### config.mk
export PLATFORM = sky130hd
export DESIGN_NAME = result_drain_ctrl
export DESIGN_NICKNAME = d
export VERILOG_FILES = /design/src/rtl/result_drain_ctrl.sv
export SDC_FILE = /design/constraint.sdc
export NUM_CORES = 1
export LEC_CHECK = 0
export BUFFER_PORTS_ARGS = -buffer_cell sky130_fd_sc_hd__buf_4
export CAP_MARGIN = 15
export CORE_MARGIN = 10
export CORE_UTILIZATION = 45
export DETAILED_ROUTE_END_ITERATION = 8
export PLACE_DENSITY = 0.81
export SKIP_CTS_REPAIR_TIMING = 1
export SLEW_MARGIN = 20
export SYNTH_ARGS = -nofsm -noshare
export SYNTH_HDL_FRONTEND = slang
export SYNTH_SLANG_ARGS = --single-unit
### constraint.sdc
create_clock -name clk_i -period 4.3 [get_ports clk_i]
set_input_delay 0.215 -clock clk_i [delete_from_list [all_inputs] [get_ports clk_i]]
set_output_delay 0.215 -clock clk_i [all_outputs]
set_load 0.05 [all_outputs]
### src/rtl/result_drain_ctrl.sv
// -----------------------------------------------------------------------------
// result_drain_ctrl
//
// Drains the N x N banked result RAM once the systolic array has finished a
// matrix. Every element is read back and streamed out in row-major order on a
// valid/ready interface, followed by a one-cycle done pulse.
//
// Element (row r, col c) with r = rs*N+i and c = cs*N+j lives in bank[i][j]
// at address rs*w_seg_cnt+cs. Bank [i][j] maps to bit (i*N+j) of
// ram_c_rden_o and to slice (i*N+j) of ram_c_q_i.
//
// Ports:
//   clk_i         clock
//   rst_ni        synchronous active-low reset
//   start_i       one-cycle start pulse (array controller calc_done)
//   a_seg_cnt_i   row segment count, sampled on start   (rows = a*N)
//   w_seg_cnt_i   column segment count, sampled on start (cols = w*N)
//   ram_c_addr_o  read address broadcast to every bank
//   ram_c_rden_o  one-hot per-bank read enable
//   ram_c_q_i     bank read data, valid the cycle after the read enable
//   out_data_o    result element (FIFO head)
//   out_valid_o   out_data_o valid
//   out_ready_i   consumer ready
//   out_last_o    final element of the matrix
//   busy_o        high from the cycle after start through the done cycle
//   done_o        one-cycle pulse after the last element transfers
// -----------------------------------------------------------------------------
module result_drain_ctrl #(
  parameter int N  = 2,
  parameter int C  = 8,
  parameter int DW = 32
) (
  input  logic                clk_i,
  input  logic                rst_ni,
  input  logic                start_i,
  input  logic [6:0]          a_seg_cnt_i,
  input  logic [6:0]          w_seg_cnt_i,
  output logic [C-1:0]        ram_c_addr_o,
  output logic [N*N-1:0]      ram_c_rden_o,
  input  logic [N*N*DW-1:0]   ram_c_q_i,
  output logic [DW-1:0]       out_data_o,
  output logic                out_valid_o,
  input  logic                out_ready_i,
  output logic                out_last_o,
  output logic                busy_o,
  output logic                done_o
);

  localparam int IW = (N > 1) ? $clog2(N) : 1;
  localparam int BW = (N > 1) ? $clog2(N * N) : 1;
  localparam logic [IW-1:0] IDX_LAST = IW'(N - 1);

  localparam logic [1:0] ST_IDLE  = 2'd0;
  localparam logic [1:0] ST_RUN   = 2'd1;
  localparam logic [1:0] ST_FLUSH = 2'd2;
  localparam logic [1:0] ST_DONE  = 2'd3;

  logic [1:0]    state_q, state_d;
  logic [6:0]    a_cnt_q, a_cnt_d;
  logic [6:0]    w_cnt_q, w_cnt_d;
  logic [6:0]    rs_q, rs_d;
  logic [6:0]    cs_q, cs_d;
  logic [IW-1:0] i_q, i_d;
  logic [IW-1:0] j_q, j_d;
  logic          pend_q, pend_d;
  logic [BW-1:0] pend_bank_q, pend_bank_d;
  logic          pend_last_q, pend_last_d;
  logic [DW-1:0] fifo_data_q [2];
  logic [1:0]    fifo_last_q;
  logic          wr_ptr_q;
  logic          rd_ptr_q;
  logic [1:0]    cnt_q, cnt_d;
  logic          busy_q;
  logic          done_q;

  logic          issue_s;
  logic          last_elem_s;
  logic [13:0]   addr_full_s;
  logic [BW-1:0] bank_s;
  logic [DW-1:0] q_sel_s;
  logic [DW-1:0] head_data_s;
  logic          head_last_s;
  logic          head_valid_s;
  logic          pop_s;
  logic          push_s;
  logic          drop_s;

  // Read-issue decision, current bank/address and end-of-matrix detection
  always_comb begin
    addr_full_s = 14'(rs_q) * 14'(w_cnt_q) + 14'(cs_q);
    bank_s      = BW'(int'(i_q) * N + int'(j_q));
    // Credit: registered FIFO entries plus the read whose data is on ram_c_q_i
    issue_s     = (state_q == ST_RUN) && ((cnt_q + {1'b0, pend_q}) < 2'd2);
    last_elem_s = (rs_q == a_cnt_q - 7'd1) && (i_q == IDX_LAST) &&
                  (cs_q == w_cnt_q - 7'd1) && (j_q == IDX_LAST);
  end

  // One-hot read strobe with the broadcast address
  always_comb begin
    ram_c_rden_o = '0;
    if (issue_s) begin
      ram_c_rden_o[bank_s] = 1'b1;
      ram_c_addr_o         = C'(addr_full_s);
    end else begin
      ram_c_addr_o = '0;
    end
  end

  // FIFO head selection and push/pop bookkeeping
  always_comb begin
    q_sel_s = ram_c_q_i[int'(pend_bank_q) * DW +: DW];
    // An empty FIFO falls through to the returning read data so the first
    // beat appears in the same cycle the bank delivers it.
    if (cnt_q != 2'd0) begin
      head_data_s = fifo_data_q[rd_ptr_q];
      head_last_s = fifo_last_q[rd_ptr_q];
    end else begin
      head_data_s = q_sel_s;
      head_last_s = pend_last_q;
    end
    head_valid_s = (cnt_q != 2'd0) || pend_q;
    pop_s        = head_valid_s && out_ready_i;
    // Returning data is stored unless it was consumed straight through
    push_s       = pend_q && !((cnt_q == 2'd0) && pop_s);
    drop_s       = pop_s && (cnt_q != 2'd0);
    cnt_d        = cnt_q + {1'b0, push_s} - {1'b0, drop_s};
  end

  // Output stream driven from the FIFO head, zero when idle
  always_comb begin
    out_valid_o = head_valid_s;
    if (head_valid_s) begin
      out_data_o = head_data_s;
      out_last_o = head_last_s;
    end else begin
      out_data_o = '0;
      out_last_o = 1'b0;
    end
  end

  assign busy_o = busy_q;
  assign done_o = done_q;

  // Sequencer next state and rs/i/cs/j iteration (j innermost)
  always_comb begin
    state_d     = state_q;
    a_cnt_d     = a_cnt_q;
    w_cnt_d     = w_cnt_q;
    rs_d        = rs_q;
    cs_d        = cs_q;
    i_d         = i_q;
    j_d         = j_q;
    pend_d      = issue_s;
    pend_bank_d = bank_s;
    pend_last_d = issue_s && last_elem_s;
    case (state_q)
      ST_IDLE: begin
        if (start_i) begin
          a_cnt_d = a_seg_cnt_i;
          w_cnt_d = w_seg_cnt_i;
          rs_d    = 7'd0;
          cs_d    = 7'd0;
          i_d     = {IW{1'b0}};
          j_d     = {IW{1'b0}};
          if ((a_seg_cnt_i != 7'd0) && (w_seg_cnt_i != 7'd0)) begin
            state_d = ST_RUN;
          end else begin
            state_d = ST_DONE;
          end
        end else begin
          state_d = ST_IDLE;
        end
      end
      ST_RUN: begin
        if (issue_s) begin
          if (j_q == IDX_LAST) begin
            j_d = {IW{1'b0}};
            if (cs_q == w_cnt_q - 7'd1) begin
              cs_d = 7'd0;
              if (i_q == IDX_LAST) begin
                i_d  = {IW{1'b0}};
                rs_d = rs_q + 7'd1;
              end else begin
                i_d = i_q + IW'(1);
              end
            end else begin
              cs_d = cs_q + 7'd1;
            end
          end else begin
            j_d = j_q + IW'(1);
          end
          if (last_elem_s) begin
            state_d = ST_FLUSH;
          end else begin
            state_d = ST_RUN;
          end
        end else begin
          state_d = ST_RUN;
        end
      end
      ST_FLUSH: begin
        // Leave on the edge that empties the pipeline so done follows the
        // last transfer by exactly one cycle.
        if ((cnt_d == 2'd0) && !pend_d) begin
          state_d = ST_DONE;
        end else begin
          state_d = ST_FLUSH;
        end
      end
      ST_DONE: begin
        state_d = ST_IDLE;
      end
      default: begin
        state_d = ST_IDLE;
      end
    endcase
  end

  // State, counters, read pipeline, FIFO storage and status registers
  always_ff @(posedge clk_i) begin
    if (!rst_ni) begin
      state_q        <= ST_IDLE;
      a_cnt_q        <= 7'd0;
      w_cnt_q        <= 7'd0;
      rs_q           <= 7'd0;
      cs_q           <= 7'd0;
      i_q            <= {IW{1'b0}};
      j_q            <= {IW{1'b0}};
      pend_q         <= 1'b0;
      pend_bank_q    <= {BW{1'b0}};
      pend_last_q    <= 1'b0;
      fifo_data_q[0] <= {DW{1'b0}};
      fifo_data_q[1] <= {DW{1'b0}};
      fifo_last_q    <= 2'b00;
      wr_ptr_q       <= 1'b0;
      rd_ptr_q       <= 1'b0;
      cnt_q          <= 2'd0;
      busy_q         <= 1'b0;
      done_q         <= 1'b0;
    end else begin
      state_q     <= state_d;
      a_cnt_q     <= a_cnt_d;
      w_cnt_q     <= w_cnt_d;
      rs_q        <= rs_d;
      cs_q        <= cs_d;
      i_q         <= i_d;
      j_q         <= j_d;
      pend_q      <= pend_d;
      pend_bank_q <= pend_bank_d;
      pend_last_q <= pend_last_d;
      cnt_q       <= cnt_d;
      busy_q      <= (state_d != ST_IDLE);
      done_q      <= (state_d == ST_DONE);
      if (push_s) begin
        fifo_data_q[wr_ptr_q] <= q_sel_s;
        fifo_last_q[wr_ptr_q] <= pend_last_q;
        wr_ptr_q              <= ~wr_ptr_q;
      end
      if (drop_s) begin
        rd_ptr_q <= ~rd_ptr_q;
      end
    end
  end

endmodule

Word-level counts from Yosys, hierarchy flattened

Memories as Yosys holds them, arrays and structs flattened. A register that Yosys moved wholly into a read port is not among the register bits.
Index checks and enable logic that the tools add are counted.

Output and inout bits: 48
Memories: 1
Word-level logic and storage cells: 126
Bits in writable memories: 64
Flip-flop bits (word level): 44

Memories:

| memory      | words | width | read ports | clocked after memory_dff | write ports | line | source |
|---|---|---|---|---|---|---|---|
| fifo_data_q | 2     | 32    | 1          | 1                        | 2           | 68   | `logic [DW-1:0] fifo_data_q [2];` |

Multiply operators: 1
$add $sub $neg: 11
Shifts and indexed selects: 1
Multiplexer cells: 47
Bitwise operators: 2
Equality and inequality tests: 11
Reduce and logical (&&, ||, !) cells: 30
Magnitude comparators: 6

Operator list:

| cell                                                | count |
|---|---|
| indexed part select 128 x 8 -> 32 bit               | 1 |
| two-way mux 32 bit                                  | 3 |
| two-way mux 7 bit                                   | 8 |
| OR reduction 32 bit                                 | 1 |
| one-hot mux 7 bit (2 select lines)                  | 2 |
| two-way mux 1 bit                                   | 22 |
| adder 7 x 1 -> 7 bit (second input constant)        | 2 |
| == test 7 bit                                       | 2 |
| nonzero test 7 bit                                  | 2 |
| subtractor 7 x 1 -> 7 bit (second input constant)   | 2 |
| logical AND 1 bit                                   | 13 |
| adder 8 x 7 -> 8 bit                                | 1 |
| multiplier 7 x 7 -> 8 bit                           | 1 |
| two-way mux 2 bit                                   | 4 |
| two-way mux 8 bit                                   | 1 |
| inequality test 2 bit (second input constant)       | 4 |
| one-hot mux 2 bit (4 select lines)                  | 1 |
| adder 2 x 1 -> 2 bit                                | 3 |
| == test 2 bit (second input constant)               | 3 |
| logical NOT 2 bit                                   | 3 |
| AND reduction 6 bit                                 | 1 |
| nonzero test 2 bit                                  | 3 |
| AND reduction 5 bit                                 | 1 |
| < comparator 1 x 2 -> 1 bit (second input constant) | 2 |
| other kinds (19)                                    | 23 |

Logic depth before layout (Yosys ltp)

Gate-level depths: netlist of the first run.

Word-level depth: 13
Mapped depth: 17

Worst setup path after synthesis of the first run

OpenSTA, ideal clock, no wires.

Path type: reg-to-output
Start: register rs_q[0]
End: output ram_c_addr_o[7]
Path slack: -0.113 ns
Data arrival time: 4.198 ns
Path buffers: 1
Stages on the path, launching flop included: 14
Path through: dfxtp_1 -> clkbuf_1 -> nand2_1 -> fa_1 -> inv_1 -> fa_1 -> fa_1 -> inv_1 -> fa_1 -> xnor2_1 -> xnor2_1 -> xnor3_1 -> xnor2_1 -> nor2_1

Word-level cells in the longest chain between the ends: 3

RTL lines:

| element                   | line | source |
|---|---|---|
| start: declaration        | 61   | `logic [6:0] rs_q, rs_d;` |
| start signal: assignment  | 244  | `rs_q <= rs_d;` |
| multiplier 7 x 7 -> 8 bit | 90   | `addr_full_s = 14'(rs_q) * 14'(w_cnt_q) + 14'(cs_q);` |
| adder 8 x 7 -> 8 bit      | 90   |  |
| two-way mux 8 bit         | 101  | `if (issue_s) begin` |
| end: declaration          | 38   | `output logic [C-1:0] ram_c_addr_o,` |

Every way passes these cells.

Final worst setup path of the first run

Start: register rs_q[3]
End: output ram_c_addr_o[7]

The elaborated chain is that of the path after synthesis.

==> flow_summary_export.csv, run 1 <==
group,metric,value,unit
outcome,status,"finished clean",
sta,hold_slack,0.115,ns
clocking,clk-insertion-delay-late,0.34,ns
synth,synthSimpleGateAreaFrac,0.198,
critical_path,slowest_delay,0.55,ns
synth,synth_area,7280,um2
layout,final_area,9440,um2
floorplan,rows,46,
synth,synth_nets,916,
floorplan,chipHeight,147,um
min_path,hold_path.class,"primary input to flop",
placed_design,io_buffers,193,
synth,synth-main-ff-cell,"edfxtp_1",
critical_path,startpoint_type,"flop",
critical_path,slowest_stage,"fa_1",
sta,post-route-period-util,0.962,
clocking,cts_tree,"done",
sta,clock_skew,0.00442,ns
placed_design,dp.final_hpwl,15.3,mm
synth,yosysTopAreaCellShare,0.264,
layout,fin_nets,1095,
clocking,cts_buffers,9,
layout,multiInputGateArea,4180,um2
layout,sequential_cell_area,2850,um2
synth,synthDistinctLibCells,58,
synth,ys_seq_area_frac,0.388,
grt,grt-ovfl-total,0,
clocking,cts-root-buf,"clkbuf_16",
synth,synth_edf_count,64,
clocking,htree_num_levels,3,
grt,grt_pass1_wl,31.5,mm
grt,grt_max_degree,38,
sta,relSlewSlack,0.323,
critical_path,required,4.09,ns
floorplan,dieArea,21700,um2
detailed_routing,ant_nets,0,
sta,setup_viol_count_final,0,
layout,layout-drive-gt1-share,0.326,
synth,yosysWarnings,0,
layout,n_antenna_cell,0,
layout,area_growth,29.7,%
sta,final_max_slew_viol_count,0,
power_and_ir_drop,peakVddDrop,0.291,mV
critical_path,worstSetupEndpointType,"output port",
critical_path,cp_max_fo,7,
detailed_routing,drt-pass1-iter-count,5,
grt,grt_pass1_vias,6072,
critical_path,crit_top_cell,"fa_1",
sta,hold_viol_final,0,
detailed_routing,wl_per_cell,17.7,um
detailed_routing,viasPerCell,5.37,
synth,synth-async-reset-ratio,0,
clocking,clockBufferDepth,2,
detailed_routing,drc,0,
floorplan,dieWidth,147,um
synth,yosys-top-cells-area,"edfxtp_1 (26%), dfxtp_1 (12%), mux4_2 (9.9%), and2_1 (7.2%), nand2_1 (5.7%)",
sta,tightest_slew,1.01,ns
layout,fillerInstances,1351,
detailed_routing,via_count,6063,
run,cap_violations,0,
power_and_ir_drop,leakagePower,3.84,nW
clocking,path_clk_slew,0.07,ns
floorplan,initial_core_util,0.458,
synth,synth.area.mux_share,0.151,
grt,grt_usage,0.177,
clocking,clock-sinks,109,
power_and_ir_drop,power-per-cell-area,360,nW/um2
synth,yosys.area_share.adder,0.0890,
detailed_routing,routed_wl,20.0,mm
synth,postSynthCellCount,729,
critical_path,crit_chain,"nand2_2 -> fa_1 -> inv_1 -> fa_1 -> fa_1 -> inv_1 -> fa_2 -> xnor2_2 -> xnor2_1 -> xnor3_1 -> xnor2_2 -> nor2_2 -> buf_6",
critical_path,worstSetupPathType,"flop to output port",
synth,synth_top_cell_by_area,"edfxtp_1",
sta,timing.fmax,0.242,GHz
critical_path,worstPathArrival,3.92,ns
placed_design,place_congestion,0.874,
sta,fin_crit,4.14,ns
synth,synth_compound_area_frac,0.0746,
synth,synth_top_family_by_area,"simple AND/OR/NAND/NOR gates",
synth,ys_seq_elements,109,
placed_design,place_area,8970,um2
placed_design,dp.cells,1107,
synth,syn_avg_cell_area,9.99,um2
detailed_routing,drt-initial-drc-count,268,
grt,antenna_found_initial,0,
layout,instances_no_fill,1129,
floorplan,fp.coreArea,15900,um2
synth,synth-xor-area-share,0.0500,
floorplan,num_io_pins,194,
-- power breakdown --
part	switching [W]	leakage, nW	internal (W)	total (W)
combinational	0.000798	2.65	0.000457	0.00125
clock	0.000406	0.157	0.000471	0.000876
sequential	0.0000915	1.04	0.00118	0.00127
total	0.00129	3.84	0.00211	0.00340
-- per-stage QoR --
| stage | power (W) | util | setup TNS, ns | worst slack (ns) |
|---|---|---|---|---|
| 2_1_floorplan | 0.00210 | - | 0 | 0.0856 |
| 3_3_place_gp | 0.00253 | 0.564 | 0 | 0.227 |
| 3_5_place_dp | 0.00255 | 0.564 | 0 | 0.167 |
| 4_1_cts | 0.00342 | 0.585 | -0.243 | -0.243 |
| 5_1_grt | 0.00356 | 0.594 | -0.0122 | -0.0122 |
| 6_report | 0.00340 | 0.594 | 0 | 0.165 |
-- cells in the final DEF, fill, tap and decap left out, types with 14 or more instances in the layout --
cell      count
and2_1       85
mux4_2       32
edfxtp_1     64
nor2_1       22
o21ai_0      38
buf_4       211
fa_1         16
dfxtp_1      33
nor3_1       14
xnor2_1      28
ha_1         21
a21oi_1      27
nand2_1     110
inv_1        44
mux2i_1      38
-- per-layer routing --
layer	share of wire	global-route usage	vias to the layer above
met1	0.42	0.216	2936
met4	0.019	0.0431	0
met5	0	0	-
met3	0.057	0.0381	27
li1	-	-	2883
met2	0.51	0.312	217
-- synth_stat cells (3+ instances only) --
cell and number:
buf_1 7, clkbuf_1 39, nor3_1 15, fa_1 18
nor2_1 24, a21boi_0 3, nand2_1 111, nand3_1 3
o22ai_1 3, a21oi_1 29, mux4_2 32, or3_1 6
dfxtp_1 45, nor4_1 4, nor3b_1 3, mux2i_1 38
xor2_1 9, ha_1 23, and2_1 84, nand4_1 5
inv_1 47, edfxtp_1 64, o21ai_0 39, and3_1 7
xnor2_1 30
-- cells by family (layout without fill, tap and decap cells) --
family,Yosys count,after routing
AND/OR/NAND/NOR,281,281
adder cells (fa/ha/maj),41,41
flip-flops,109,109
multiplexers,70,70
XOR/XNOR,40,40
AO/OA/AOI/OAI,93,93
buffers and inverters,95,279
-- final cells by class --
| cell class | count | share of cell area |
|---|---|---|
| multi-input cells | 525 | 0.442 |
| well taps | 216 | 0.0286 |
| inverters | 48 | 0.0191 |
| repair buffers | 215 | 0.174 |
| clock inverters | 7 | 0.0101 |
| flip-flops and latches | 109 | 0.302 |
| clock buffers | 9 | 0.0239 |
-- registers in the layout (all words and copies together), names as in the netlist, 2 cells and up, named ones only --
name	count
fifo_data_q	64
a_cnt_q	7
cs_q	7
rs_q	7
w_cnt_q	7
cnt_q	2
fifo_last_q	2
pend_bank_q	2
state_q	2
-- final timing paths --
kind | start | endpoint | slack, ns | cells past startpoint
hold / removal | w_seg_cnt_i[3] | w_cnt_q[3]$_SDFFE_PN0P_ | 0.11 | 3
hold reg to reg | a_cnt_q[6]$_SDFFE_PN0P_ | a_cnt_q[6]$_SDFFE_PN0P_ | 0.47 | 2
setup reg to reg | w_cnt_q[0]$_SDFFE_PN0P_ | i_q$_SDFFE_PN0P_ | 1.33 | 8
setup / recovery | rs_q[3]$_SDFFE_PN0P_ | ram_c_addr_o[7] | 0.16 | 13
-- critical path, delay by kind of cell, from the launching register on --
family                     cells  cell delay (ns)
buffers and inverters          3             0.28
and+or+nand+nor                2             0.16
xor gates and xnor gates       4             0.75
adders and majority gates      4             2.00
DFF                            1             0.39
(Power assumes the default switching activity.)
==> inputs of run 2 (changes only) <==
--- a/config.mk
+++ b/config.mk
@@ -7,10 +7,13 @@
 export LEC_CHECK = 0
 export BUFFER_PORTS_ARGS = -buffer_cell sky130_fd_sc_hd__buf_4
 export CAP_MARGIN = 15
+export CELL_PAD_IN_SITES_DETAIL_PLACEMENT = 0
+export CELL_PAD_IN_SITES_GLOBAL_PLACEMENT = 1
 export CORE_MARGIN = 10
-export CORE_UTILIZATION = 45
+export CORE_UTILIZATION = 41
 export DETAILED_ROUTE_END_ITERATION = 8
-export PLACE_DENSITY = 0.81
+export PLACE_DENSITY = 0.93
+export SETUP_SLACK_MARGIN = 0.15
 export SKIP_CTS_REPAIR_TIMING = 1
 export SLEW_MARGIN = 20
 export SYNTH_ARGS = -nofsm -noshare
==> run 2 against run 1 <==
Count of clock-buffer cells in the layout up 1. Flip-flop and latch count is the same. Power shrank 1.7%. Clock skew is 0.0026 ns higher. Largest power group unchanged. Highest routed layer unchanged.
==> flow_summary_export.csv, run 2 (synthesis gave the netlist of run 1 again) <==
group,metric,value,unit
outcome,status,"finished clean",
detailed_routing,ant_nets,0,
layout,finalCoreUtilization,0.550,
detailed_routing,routed_wl,20.8,mm
sta,setup_viol_count_final,0,
clocking,clockBufferDepth,2,
placed_design,place_congestion,0.838,
layout,n_antenna_cell,0,
critical_path,path_depth,16,
layout,largest-register,"fifo_data_q",
critical_path,crit_chain,"buf_12 -> nand2_2 -> fa_2 -> inv_2 -> ha_4 -> inv_1 -> fa_1 -> fa_1 -> inv_2 -> ha_4 -> inv_2 -> o21bai_1 -> a21oi_2 -> xnor2_1 -> nor2_2 -> buf_6",
critical_path,crit_top_cell,"inv_2",
sta,post-route-period-util,0.946,
sta,rsz0062_at_grt,"true",
critical_path,slowest_delay,0.57,ns
critical_path,cp_max_fo,4,
critical_path,crit_family,"adder cells",
min_path,hold_path.class,"primary input to flop",
sta,clock_skew,0.00705,ns
layout,final_cell_mix,"buf_4 (211), nand2_1 (107), and2_1 (85)",
grt,grt_max_degree,37,
floorplan,dieWidth,153,um
critical_path,worstSetupEndpointType,"output port",
detailed_routing,via_count,5975,
critical_path,path_buf_inv,6,
sta,timing.fmax,0.246,GHz
clocking,cts_tree,"done",
sta,fin_crit,4.07,ns
grt,grt_pass1_vias,6013,
floorplan,dieArea,23500,um2
clocking,path_clk_slew,0.07,ns
critical_path,worstPathArrival,3.85,ns
clocking,clock-sinks,109,
grt,grt-ovfl-total,0,
grt,grt_pass1_wl,31.9,mm
power_and_ir_drop,leakagePower,3.83,nW
layout,area_growth,31.0,%
clocking,cts_buffers,9,
critical_path,worstSetupPathType,"flop to output port",
detailed_routing,viasPerCell,5.23,
grt,grt_usage,0.167,
layout,fin_nets,1100,
critical_path,startpoint_type,"flop",
detailed_routing,drc,0,
placed_design,dp.final_hpwl,15.8,mm
power_and_ir_drop,power.total,0.00334,W
floorplan,num_io_pins,194,
sta,tightest_slew,1.04,ns
run,cap_violations,0,
clocking,clk-insertion-delay-late,0.35,ns
power_and_ir_drop,power-per-cell-area,350,nW/um2
sta,relSlewSlack,0.308,
critical_path,r2r_cells,8,
sta,hold_slack,0.115,ns
critical_path,slowest_stage,"fa_2",
sta,final_max_slew_viol_count,0,
floorplan,fp.coreArea,17400,um2
clocking,cts-root-buf,"clkbuf_16",
layout,largest_register_ffs,64,
min_path,hold_depth,3,
power_and_ir_drop,peakVddDrop,0.238,mV
clocking,htree_num_levels,3,
floorplan,rows,48,
placed_design,io_buffers,193,
detailed_routing,wl_per_cell,18.2,um
critical_path,required,4.09,ns
sta,timing.setup.tns,0,ns
grt,antenna_found_initial,0,
detailed_routing,drt-pass1-iter-count,5,
sta,hold_viol_final,0,
detailed_routing,drt-initial-drc-count,272,
layout,final_common_cell,"buf_4",
layout,layout-drive-gt1-share,0.339,
floorplan,chipHeight,153,um
floorplan,initial_core_util,0.420,
==> run 2: cell count changes in the layout (fill, tap and decap cells not counted), moves of 3 or more <==
| cell | change |
|---|---|
| clkinvlp_4 | +3 |
| nand2_1 | -3 |
| nand2_2 | +3 |
| ha_1 | -3 |
| buf_6 | +3 |
| ha_4 | +3 |
==> run 2: metal layers <==
layer | GRT usage | part of all wire | up-vias | wire length, um
li1 | - | - | 2901 | -
met4 | 0.0300 | 0.0086 | 0 | 179
met1 | 0.198 | 0.42 | 2889 | 8720
met2 | 0.297 | 0.51 | 176 | 10600
met5 | 0 | 0 | - | 0
met3 | 0.0460 | 0.061 | 9 | 1270
==> run 2: through the flow <==
stage                     instances  instance area [um2]  worst slack [ns]
final                          1143                 9540             0.234
after global routing           1143                 9540            0.0990
after CTS                      1133                 9270            -0.302
after detailed placement       1117                 8990             0.119
after global placement         1117                 8990             0.218
after floorplan                 729                 7290             0.105
==> run 2: layout make-up <==
type                    count  area [um2]
flip-flops and latches    109        2850
multi-input cells         525        4230
clock inverters             6        53.8
fillers                  1520        7810
clock buffers              10         229
repair buffers            220        1720
inverters                  48         180
well taps                 225         282
==> run 2: path summary, 6_finish.rpt <==
check | start | endpoint | slack, ns
worst max-delay path | w_cnt_q[3]$_SDFFE_PN0P_ | ram_c_addr_o[7] | 0.23
worst min-delay path | w_seg_cnt_i[3] | w_cnt_q[3]$_SDFFE_PN0P_ | 0.12
worst max register to register | w_cnt_q[0]$_SDFFE_PN0P_ | i_q$_SDFFE_PN0P_ | 1.40
worst min register to register | a_cnt_q[6]$_SDFFE_PN0P_ | a_cnt_q[6]$_SDFFE_PN0P_ | 0.47
==> run 2: power by group <==
part	switching, W	internal, W	total, W
clock	0.000390	0.000404	0.000794
sequential	0.000103	0.00118	0.00128
combinational	0.000802	0.000466	0.00127
total	0.00129	0.00205	0.00334
==> run 2: worst reg2reg max path: stages (launching register included) <==
cell and delay (ns):
dfxtp_1 0.56, inv_1 0.09, ha_1 0.24, xnor2_1 0.15
xnor2_1 0.13, nor4_1 0.37, o311ai_2 0.38, a21boi_0 0.69
o32ai_1 0.14
==> inputs of run 3 (changes only) <==
--- a/config.mk
+++ b/config.mk
@@ -10,9 +10,10 @@
 export CELL_PAD_IN_SITES_DETAIL_PLACEMENT = 0
 export CELL_PAD_IN_SITES_GLOBAL_PLACEMENT = 1
 export CORE_MARGIN = 10
-export CORE_UTILIZATION = 41
+export CORE_UTILIZATION = 42
+export CTS_BUF_LIST = sky130_fd_sc_hd__clkbuf_8
 export DETAILED_ROUTE_END_ITERATION = 8
-export PLACE_DENSITY = 0.93
+export PLACE_DENSITY = 0.94
 export SETUP_SLACK_MARGIN = 0.15
 export SKIP_CTS_REPAIR_TIMING = 1
 export SLEW_MARGIN = 20
==> run 3 against run 2 <==
Non-clock buffer count shrank 3. Global-route usage increased by 0.077 points. Final area fell by 2.1%. Sequential share of layout area grew 0.72 points.
==> flow_summary_export.csv, run 3 (synthesis gave the netlist of run 1 again) <==
group,metric,value,unit
clocking,cts_tree,"done",
critical_path,r2r_slack,1.45,ns
critical_path,slowest_stage,"fa_1",
layout,n_antenna_cell,0,
placed_design,dp.final_hpwl,15.6,mm
sta,rsz0062_at_grt,"true",
placed_design,place_area,8970,um2
detailed_routing,routed_wl,20.6,mm
layout,final_cell_mix,"buf_4 (211), nand2_1 (108), and2_1 (84)",
detailed_routing,via_count,5881,
floorplan,fp.coreArea,17100,um2
layout,fillerInstances,1470,
floorplan,num_io_pins,194,
critical_path,reg2reg_to,"i_q$_SDFFE_PN0P_",
grt,grt_max_degree,37,
floorplan,initial_core_util,0.425,
critical_path,crit_chain,"nand2_4 -> fa_1 -> inv_1 -> fa_1 -> fa_1 -> inv_1 -> fa_2 -> inv_1 -> ha_4 -> a21oi_2 -> xnor2_1 -> nor2_2 -> buf_6",
critical_path,worstSetupEndpointType,"output port",
critical_path,critPathCapture,"ram_c_addr_o[7]",
detailed_routing,drc,0,
detailed_routing,drt-initial-drc-count,224,
floorplan,chipHeight,152,um
outcome,status,"finished clean",
layout,largest-register,"fifo_data_q",
clocking,cts-root-buf,"clkbuf_8",
critical_path,worstPathArrival,3.85,ns
sta,clock_skew,0.00887,ns
power_and_ir_drop,peakVddDrop,0.227,mV
grt,grt_usage,0.168,
run,cap_violations,0,
layout,largest_register_ffs,64,
critical_path,r2r_cells,7,
sta,tightest_slew,1.06,ns
placed_design,io_buffers,193,
sta,hold_slack,0.0757,ns
layout,fin_nets,1097,
floorplan,dieArea,23000,um2
grt,grt-ovfl-total,0,
critical_path,cp_max_fo,7,
critical_path,worstReg2RegStart,"w_cnt_q[1]$_SDFFE_PN0P_",
floorplan,rows,48,
grt,grt_pass1_wl,30.5,mm
detailed_routing,drt-pass1-iter-count,4,
sta,fin_crit,4.06,ns
critical_path,slowest_delay,0.53,ns
power_and_ir_drop,leakagePower,3.78,nW
critical_path,required,4.09,ns
layout,area_growth,28.3,%
critical_path,startpoint_type,"flop",
layout,layout-drive-gt1-share,0.337,
critical_path,crit_start,"w_cnt_q[3]$_SDFFE_PN0P_",
clocking,clockBufferDepth,2,
clocking,clock-sinks,109,
floorplan,dieWidth,152,um
clocking,cts_buffers,9,
min_path,hold_depth,3,
clocking,path_clk_slew,0.10,ns
detailed_routing,viasPerCell,5.16,
critical_path,worstSetupPathType,"flop to output port",
detailed_routing,wl_per_cell,18.1,um
sta,hold_viol_final,0,
sta,relSlewSlack,0.292,
grt,antenna_found_initial,0,
clocking,clk-insertion-delay-late,0.38,ns
min_path,hold_path.class,"primary input to flop",
layout,final_area,9340,um2
sta,post-route-period-util,0.945,
power_and_ir_drop,power-per-cell-area,333,nW/um2
layout,final_common_cell,"buf_4",
grt,grt_pass1_vias,5850,
sta,setup_viol_count_final,0,
detailed_routing,ant_nets,0,
placed_design,place_congestion,0.839,
clocking,htree_num_levels,3,
sta,timing.fmax,0.246,GHz
sta,final_max_slew_viol_count,0,
[run 3: cell count changes in the layout (fill, tap and decap cells not counted), sizes merged]
cell and delta:
buf -4, clkinv +3, clkinvlp -2, inv -1
[run 3: how the worst min path moves through the flow]
stage,startpoint,endpoint,slack (ns)
floorplan,w_seg_cnt_i[1],w_cnt_q[1]$_SDFFE_PN0P_,0.35
global placement,fifo_last_q[0]$_SDFFE_PN0P_,fifo_last_q[0]$_SDFFE_PN0P_,0.46
detailed placement,fifo_last_q[0]$_SDFFE_PN0P_,fifo_last_q[0]$_SDFFE_PN0P_,0.46
CTS,a_seg_cnt_i[0],a_cnt_q[0]$_SDFFE_PN0P_,0.06
global route,w_seg_cnt_i[2],w_cnt_q[2]$_SDFFE_PN0P_,0.05
finish,w_seg_cnt_i[0],w_cnt_q[0]$_SDFFE_PN0P_,0.08
[run 3: per-stage QoR]
stage                util  setup WS (ns)  TNS (ns)  total power (W)  cells
CTS                 0.535         -0.263    -0.282          0.00313   1131
detailed placement  0.524          0.192         0          0.00256   1116
global route        0.546         0.0873         0          0.00326   1139
finish              0.546          0.237         0          0.00311   1139
global placement    0.524          0.225         0          0.00253   1116
floorplan               -          0.105         0          0.00211    729
[run 3: report_power, final]
group | total, W | switching [W] | leakage [nW] | internal (W)
clock network | 0.000582 | 0.000363 | 0.0893 | 0.000219
logic | 0.00125 | 0.000794 | 2.65 | 0.000454
registers | 0.00128 | 0.000104 | 1.04 | 0.00118
total | 0.00311 | 0.00126 | 3.78 | 0.00185
[run 3: critical path: cells and delay by family (launching register included)]
family / cells / cell delay, ns
AOI/OAI and AO/OA: 1 / 0.15
xor gates and xnor gates: 1 / 0.09
adders and majority gates: 5 / 2.28
buffers and inverters: 4 / 0.34
DFF: 1 / 0.42
and+or+nand+nor: 2 / 0.18
[run 3: layout make-up]
class | instances | area [um2] | area share
Clock inverter | 6 | 56.3 | 0.00603
Tap cell | 225 | 282 | 0.0301
Timing Repair Buffer | 217 | 1650 | 0.176
Multi-Input combinational cell | 525 | 4200 | 0.450
Clock buffer | 9 | 124 | 0.0133
Inverter | 48 | 180 | 0.0193
Sequential cell | 109 | 2850 | 0.305
[run 3: per-layer routing]
layer | share of wire | wire, um | global-route usage | vias up
met4 | 0.015 | 310 | 0.0357 | 0
met1 | 0.40 | 8190 | 0.197 | 2814
li1 | - | - | - | 2884
met2 | 0.51 | 10500 | 0.295 | 167
met5 | 0 | 0 | 0 | -
met3 | 0.077 | 1590 | 0.0520 | 16
